<file path="src/rtl/and_32x1_gate_pkg.sv">
`default_nettype none
// ----------------------------------------------------------------------------
// and_32x1_gate_pkg : shared widths and tree-geometry helpers for the AND reduction
// Revision: 1.0
// ----------------------------------------------------------------------------
package and_32x1_gate_pkg;

   localparam int ALU_OPERAND_W = 16;
   localparam int AND_RED_W     = 2 * ALU_OPERAND_W;

   typedef logic [ALU_OPERAND_W-1:0] alu_operand_t;
   typedef logic [AND_RED_W-1:0]     and_red_vec_t;

   // Number of nodes present at a given tree level (level 0 is the raw input vector).
   function automatic int tree_width(input int n, input int level);
      int w;
      w = n;
      for (int k = 0; k < level; k++) begin
         w = (w + 1) / 2;
      end
      return w;
   endfunction

   // Bit offset of a level inside the flattened node vector.
   function automatic int tree_offset(input int n, input int level);
      int off;
      off = 0;
      for (int k = 0; k < level; k++) begin
         off = off + tree_width(n, k);
      end
      return off;
   endfunction

endpackage
`default_nettype wire

</file>
<file path="src/rtl/and_32x1_gate_if.sv">
`default_nettype none
// ----------------------------------------------------------------------------
// and_32x1_gate_if : operand and result bundle of the AND reduction gate
// Revision: 1.0
// ----------------------------------------------------------------------------
interface and_32x1_gate_if #(
   parameter int WIDTH = 16
);
   logic [WIDTH-1:0] a;
   logic [WIDTH-1:0] b;
   logic             y;
   logic             y_q;

   modport master (
      output a,
      output b,
      input  y,
      input  y_q
   );

   modport slave (
      input  a,
      input  b,
      output y,
      output y_q
   );
endinterface
`default_nettype wire

</file>
<file path="src/rtl/and_32x1_gate_and_tree_stage.sv">
`default_nettype none
// ----------------------------------------------------------------------------
// and_tree_stage : one pairwise AND level, N inputs to ceil(N/2) outputs
// Revision: 1.0
// ----------------------------------------------------------------------------
module and_tree_stage #(
   parameter int N = 2
) (
   input  logic [N-1:0]         din,
   output logic [(N+1)/2-1:0]   dout
);

   genvar i;
   for (i = 0; i < N / 2; i++) begin : g_pair
      assign dout[i] = din[2*i] & din[2*i+1];
   end

   // An unpaired top element is forwarded untouched to the next level.
   if (N % 2 == 1) begin : g_odd
      assign dout[(N+1)/2-1] = din[N-1];
   end

endmodule
`default_nettype wire

</file>
<file path="src/rtl/and_32x1_gate.sv">
`default_nettype none
// ----------------------------------------------------------------------------
// and_32x1_gate : AND reduction of {a,b} with combinational and registered outputs
// Revision: 1.0
// ----------------------------------------------------------------------------
module and_32x1_gate
   import and_32x1_gate_pkg::*;
#(
   parameter int WIDTH = ALU_OPERAND_W
) (
   input  logic             clk,
   input  logic             rst,
   and_32x1_gate_if.slave   bus
);

   localparam int TOTAL  = 2 * WIDTH;
   localparam int LEVELS = (TOTAL > 1) ? $clog2(TOTAL) : 1;
   localparam int NODES  = tree_offset(TOTAL, LEVELS + 1);

   // All tree levels live back to back in one vector; the root is the last bit.
   wire [NODES-1:0] node;

   assign node[TOTAL-1:0] = {bus.a, bus.b};

   genvar l;
   for (l = 0; l < LEVELS; l++) begin : g_level
      localparam int IN_W   = tree_width(TOTAL, l);
      localparam int OUT_W  = tree_width(TOTAL, l + 1);
      localparam int IN_OFF = tree_offset(TOTAL, l);
      localparam int OUT_OFF = tree_offset(TOTAL, l + 1);

      and_tree_stage #(
         .N (IN_W)
      ) u_stage (
         .din  (node[IN_OFF +: IN_W]),
         .dout (node[OUT_OFF +: OUT_W])
      );
   end

   assign bus.y = node[NODES-1];

   always_ff @(posedge clk or posedge rst) begin
      if (rst) begin
         bus.y_q <= 1'b0;
      end else begin
         bus.y_q <= bus.y;
      end
   end

endmodule
`default_nettype wire

</file>
<file path="src/flat_wrapper.sv">
// flat-port wrapper written by rule: the top's interface ports become plain ports
module and_32x1_gate_flat import and_32x1_gate_pkg::*;
#(
   parameter int WIDTH = ALU_OPERAND_W
)
  (clk, rst, bus_a, bus_b, bus_y, bus_y_q);
  and_32x1_gate_if #(.WIDTH(WIDTH)) bus_i ();
  input  logic clk;
  input  logic rst;
  input wire logic [$bits(bus_i.a)-1:0] bus_a;
  input wire logic [$bits(bus_i.b)-1:0] bus_b;
  output wire logic [$bits(bus_i.y)-1:0] bus_y;
  output wire logic [$bits(bus_i.y_q)-1:0] bus_y_q;
  assign bus_i.a = bus_a;
  assign bus_i.b = bus_b;
  assign bus_y = bus_i.y;
  assign bus_y_q = bus_i.y_q;
  and_32x1_gate #(.WIDTH(WIDTH)) u_core (.clk(clk), .rst(rst), .bus(bus_i));
endmodule
</file>
<file path="config.mk">
export PLATFORM = sky130hd
export DESIGN_NAME = and_32x1_gate_flat
export DESIGN_NICKNAME = d
export VERILOG_FILES = /design/src/rtl/and_32x1_gate_pkg.sv /design/src/rtl/and_32x1_gate_if.sv /design/src/rtl/and_32x1_gate_and_tree_stage.sv /design/src/rtl/and_32x1_gate.sv /design/src/flat_wrapper.sv
export SDC_FILE = /design/constraint.sdc
export NUM_CORES = 1
export LEC_CHECK = 0
export BUFFER_PORTS_ARGS = -buffer_cell sky130_fd_sc_hd__buf_2
export CAP_MARGIN = 20
export CORE_AREA = 3 3 40 42
export CTS_CLUSTER_SIZE = 28
export DETAILED_ROUTE_END_ITERATION = 12
export DIE_AREA = 0 0 43 45
export GPL_TIMING_DRIVEN = 0
export PLACE_DENSITY_LB_ADDON = 0.12
export SLEW_MARGIN = 20
export SYNTH_ARGS = -nofsm -noshare
export SYNTH_HDL_FRONTEND = slang
export SYNTH_SLANG_ARGS = --single-unit
</file>
<file path="constraint.sdc">
create_clock -name clk -period 0.8 [get_ports clk]
set_input_delay 0.04 -clock clk [delete_from_list [all_inputs] [get_ports clk]]
set_output_delay 0.04 -clock clk [all_outputs]
set_load 0.03 [all_outputs]
</file>
==> results.toml, run 1 <==
[synthesis]
syn_inst = 13
synth_cell_types = 5
netlist_area_um2 = 97.6
yosysWarnings = 0
synth_seq_cells = 1
syn_area_per_cell_um2 = 7.51
synth.area.top_cells = "nand4_1 (51%), dfrtp_1 (26%), or4_1 (15%)"
synth_fp_nets = 47
synth_seq_area_share_pct = 25.6
yosys.area.top_type = "nand4_1"
yosys.area.top_type_share_pct = 51.3

[job]
cap_violations = 0

[grt]
grt_pass1_vias = 221
grt-ovfl-total = 0
grt_start_max_net_pins = 3
antenna_found_initial = 0
track_usage_pct = 5.15
grt_pass1_wl_um = 848

[timing]
post-route-worst-setup-slack_ns = -0.241
hold_violations = 0
tightest_slew_ns = 0.155
relSlewSlack_pct = 89.7
setup_violations = 2
drv_slew = 0
fin_crit_ns = 1.04
period_share_pct = 130
rsz0062_at_grt = "yes"
tns_ns = -0.383
fmax_mhz = 961

[die]
die_h_um = 45
num_io_pins = 36
num_rows = 13
dieArea_mm2 = 0.00194
core_area_mm2 = 0.00128
die_w_um = 43
start_util_pct = 7.59

[layout]
largest_reg_flops = 1
final_nets = 85
regArea_um2 = 25.0
regMostFlops = "u_core.bus.y_q"
layout-drive-gt1-share_pct = 77.6
utilization_pct = 29.5
fin_cells = 64
diodes = 0
stdcell_area_um2 = 379
area_delta_synth_final_pct = 288
reg_top3 = "u_core.bus.y_q x1"
multi_input_area_um2 = 83.8
fill_cells = 137

[setup_path]
critPathLaunchType = "input pin"
crit_arrival_ns = 1.00
max_stage_delay_ns = 0.55
required_ns = 0.76
cp_top_family = "simple AND/OR/NAND/NOR gates"
crit_slowest_cell = "or4_4"
critical_path.cell_chain = "buf_2, nand4_1, or4_4, nor2_4, buf_6"
worst-path-max-fanout = 2
endpoint_kind = "output port"
cp.depth = 5
critical_path_buf_inv_count = 2
crit_type = "input pin to output port"

[route]
drtIter0Drc = 0
drtAntennaViolNets = 0
drt-wirelength-per-cell_um = 8.72
drt-pass1-iter-count = 1
vias_per_cell = 4.09
wl_met1_um = 180
drc = 0
wl_met3_um = 78
top_layer_used = "met3"
wl_met2_um = 300
drt_wl_total_um = 558
via_count = 262

[pwr]
p_per_area_mw_per_mm2 = 438
leakagePower_nw = 0.193
p_total_mw = 0.166
vdd_drop_max_mv = 0.107

[placement]
dp_hpwl_um = 512
io_buffers = 35
gp_congestion = 0.578
dp.cells = 63
dpl_cell_area_um2 = 303

[hold_path]
min_to = "u_core.bus.y_q"
holdPathStages = 4
min_from = "bus_b[9]"
hp-class = "input pin to register"

[clocking]
clk_pin_slew_ns = 0

[run_status]
violations = "setup timing"
status = "finished, violations left"
-- through the flow --
| stage | setup slack (ns) | hold slack, ns |
|---|---|---|
| after detailed placement | -0.328 | -0.124 |
| after CTS | -0.255 | 0.404 |
| after global placement | -0.333 | -0.125 |
| after floorplan | -0.192 | -0.231 |
| after global routing | -0.309 | 0.426 |
| final | -0.241 | 0.397 |
-- cells in the final DEF, fill, tap and decap left out, drive strengths merged --
master       instances
buf                 35
nand4                8
dfrtp                1
or4                  2
inv                  1
nor2                 1
dlygate4sd3          1
-- layout make-up --
type | instances | share of cell area [%]
Multi-Input combinational cell | 11 | 22.1
Timing Repair Buffer | 36 | 65.3
Sequential cell | 1 | 6.60
Tap cell | 15 | 4.95
Inverter | 1 | 0.990
-- power breakdown --
part / leakage [nW] / switching (mW) / internal, mW
logic: 0.179 / 0.0253 / 0.0893
clock network: 0 / 0 / 0
registers: 0.0140 / 0.00000000000639 / 0.0515
-- routing by layer --
| layer | GRT usage, % | vias to the layer above |
|---|---|---|
| met1 | 7.40 | 112 |
| met5 | 0 | - |
| met3 | 0 | 0 |
| met4 | 0 | 0 |
| li1 | - | 130 |
| met2 | 9.28 | 20 |
-- synth_stat cells --
cell type,count
dfrtp_1,1
inv_1,1
nand4_1,8
nor2_1,1
or4_1,2
-- worst max-delay path by stage --
stage | start | end
after CTS | bus_b[2] | bus_y
after global placement | bus_a[14] | bus_y
final | bus_b[12] | bus_y
after global routing | bus_a[1] | bus_y
after detailed placement | bus_a[14] | bus_y
after floorplan | bus_a[6] | u_core.bus.y_q
-- what timing repair did --
item | in CTS | in global routing
hold buffers | 1 | 0
endpoints found under the setup margin | 2 | 2
pin swaps | 3 | 4
hold endpoints to repair | 1 | 0
gates resized for setup | 6 | 6
setup buffers | 0 | 0
-- cells by family after synthesis --
logic type | share of synthesized area, %
and+or+nand+nor | 70.5
buffers and inverters | 3.84
DFF | 25.6
-- worst min-delay path, cell delays in order --
cell	delay, ns
buf_2	0.09
nand4_1	0.06
or4_4	0.12
nor2_4	0.04
No activity file was read; power rests on OpenSTA's default activity.
==> inputs of run 2 (changes only) <==
--- a/config.mk
+++ b/config.mk
@@ -7,13 +7,16 @@
 export LEC_CHECK = 0
 export BUFFER_PORTS_ARGS = -buffer_cell sky130_fd_sc_hd__buf_2
 export CAP_MARGIN = 20
-export CORE_AREA = 3 3 40 42
+export CELL_PAD_IN_SITES_DETAIL_PLACEMENT = 1
+export CELL_PAD_IN_SITES_GLOBAL_PLACEMENT = 1
+export CORE_MARGIN = 3
+export CORE_UTILIZATION = 13
 export CTS_CLUSTER_SIZE = 28
 export DETAILED_ROUTE_END_ITERATION = 12
-export DIE_AREA = 0 0 43 45
 export GPL_TIMING_DRIVEN = 0
 export PLACE_DENSITY_LB_ADDON = 0.12
 export SLEW_MARGIN = 20
 export SYNTH_ARGS = -nofsm -noshare
 export SYNTH_HDL_FRONTEND = slang
+export SYNTH_HIERARCHICAL = 1
 export SYNTH_SLANG_ARGS = --single-unit
==> run 2 against run 1 <==
The flow still finishes with violations (setup timing). Hold slack better by 0.031 ns. Die area up 16%. Utilization grew 2.8 points. Largest power group unchanged. Highest routed layer unchanged.
==> results.toml, run 2 <==
[run_status]
status = "finished, violations left"
violations = "setup timing"

[route]
drt_wl_total_um = 757
drtAntennaViolNets = 0
drtIter0Drc = 0
vias_per_cell = 3.93
drt-wirelength-per-cell_um = 8.91
drt-pass1-iter-count = 1
drc = 0
via_count = 334

[synthesis]
ys_async_sr_fraction_pct = 100
yosys.area.top_type = "and2_1"
yosysWarnings = 6
syn_area_per_cell_um2 = 6.75
syn_inst = 33
netlist_area_um2 = 223
yosys.area.top_type_share_pct = 87.1
synth_cell_types = 3
synth_seq_cells = 1
synth_fp_nets = 67
synth_seq_area_share_pct = 11.2
synth_common_cells = "and2_1 (31), dfrtp_1 (1), inv_1 (1)"
synth.area.top_cells = "and2_1 (87%), dfrtp_1 (11%), inv_1 (1.7%)"
synth_edf_count = 0
dominantRegCellSynth = "dfrtp_1"
yosysMostFrequentCell = "and2_1"

[layout]
final_nets = 105
reg_top3 = "u_core/bus.y_q x1"
layout-drive-gt1-share_pct = 69.6
stdcell_area_um2 = 504
final_common_cell = "buf_2"
largest_reg_flops = 1
area_delta_synth_final_pct = 126
fill_cells = 207
regArea_um2 = 25.0
final_cell_mix = "buf_2 (28), and2_1 (18), and2_4 (13)"
diodes = 0
multi_input_area_um2 = 226
regMostFlops = "u_core/bus.y_q"

[hold_path]
hp-class = "input pin to async pin"

[setup_path]
crit_arrival_ns = 0.98
worst-path-max-fanout = 2
crit_type = "input pin to output port"
required_ns = 0.76
critPathLaunchType = "input pin"
endpoint_kind = "output port"

[timing]
relSlewSlack_pct = 89.8
hold_violations = 0
drv_slew = 0
post-route-worst-setup-slack_ns = -0.219
rsz0062_at_grt = "yes"
period_share_pct = 127
fmax_mhz = 981
setup_violations = 2
fin_crit_ns = 1.02
tightest_slew_ns = 0.155

[die]
die_w_um = 47.4
dieArea_mm2 = 0.00225
num_rows = 14
core_area_mm2 = 0.00156
die_h_um = 47.4
start_util_pct = 14.3
num_io_pins = 36

[grt]
grt_start_max_net_pins = 3
grt_pass1_wl_um = 1110
grt_pass1_vias = 324
track_usage_pct = 6.36
antenna_found_initial = 0
grt-ovfl-total = 0

[clocking]
clk_pin_slew_ns = 0
postCtsSetupBuffers = 0

[job]
cap_violations = 0

[placement]
dpl_cell_area_um2 = 420
dp_slack_ns = -0.259
gp_congestion = 0.593
io_buffers = 35

[pwr]
p_total_mw = 0.202
vdd_drop_max_mv = 0.137
p_per_area_mw_per_mm2 = 400
leakagePower_nw = 0.285
[run 2: worst max-delay path, stage by stage]
cell    delay, ns
buf_6        0.09
and2_4       0.14
and2_4       0.14
and2_1       0.14
and2_1       0.15
and2_4       0.15
buf_6        0.13
[run 2: where the power goes]
group	switching (mW)	internal, mW	leakage, nW	total, mW
sequential	0.00000000000743	0.0515	0.0140	0.0515
combinational	0.0309	0.119	0.271	0.150
clock	0	0	0	0
total	0.0309	0.171	0.285	0.202
[run 2: cells by family after synthesis]
| group | count (synthesis) | share of synthesized area (%) |
|---|---|---|
| AND/OR/NAND/NOR | 31 | 87.1 |
| flip-flops | 1 | 11.2 |
| buffers and inverters | 1 | 1.68 |
[run 2: final cells by class]
cell class	count	share of cell area (%)
inverter	1	0.744
sequential	1	4.96
tap	16	3.97
multi-input combinational	31	44.9
timing repair buffer	36	45.4
[run 2: metal layers]
| layer | share of wire (%) | vias up | GRT usage, % |
|---|---|---|---|
| li1 | - | 170 | - |
| met1 | 28 | 144 | 7.80 |
| met2 | 59 | 20 | 12.8 |
| met3 | 12 | 0 | 0 |
| met4 | 0 | 0 | 0 |
| met5 | 0 | - | 0 |
[run 2: through the flow]
stage	setup TNS [ns]	std cells	hold slack, ns	util, %
after floorplan	-0.0944	33	-0.231	-
after global placement	-0.438	84	-0.127	27.0
after detailed placement	-0.424	84	-0.126	27.0
after CTS	-0.386	85	0.422	28.8
after global routing	-0.435	85	0.461	32.3
final	-0.388	85	0.429	32.3
[run 2: what timing repair did]
item | 4_1_cts | 5_1_grt
resized for setup | 4 | 16
setup endpoints to repair | 2 | 2
hold buffers | 1 | 0
hold endpoints to repair | 1 | 0
pin swaps | 11 | 16
[run 2: path summary, 6_finish.rpt]
check / slack (ns) / cells past startpoint / from / endpoint
max in group asynchronous: 0.28 / 3 / rst / u_core/bus.y_q
hold / removal: 0.43 / 3 / rst / u_core/bus.y_q
min in group clk: 0.52 / 1 / u_core/bus.y_q / bus_y_q
setup / recovery: -0.22 / 7 / bus_b[7] / bus_y
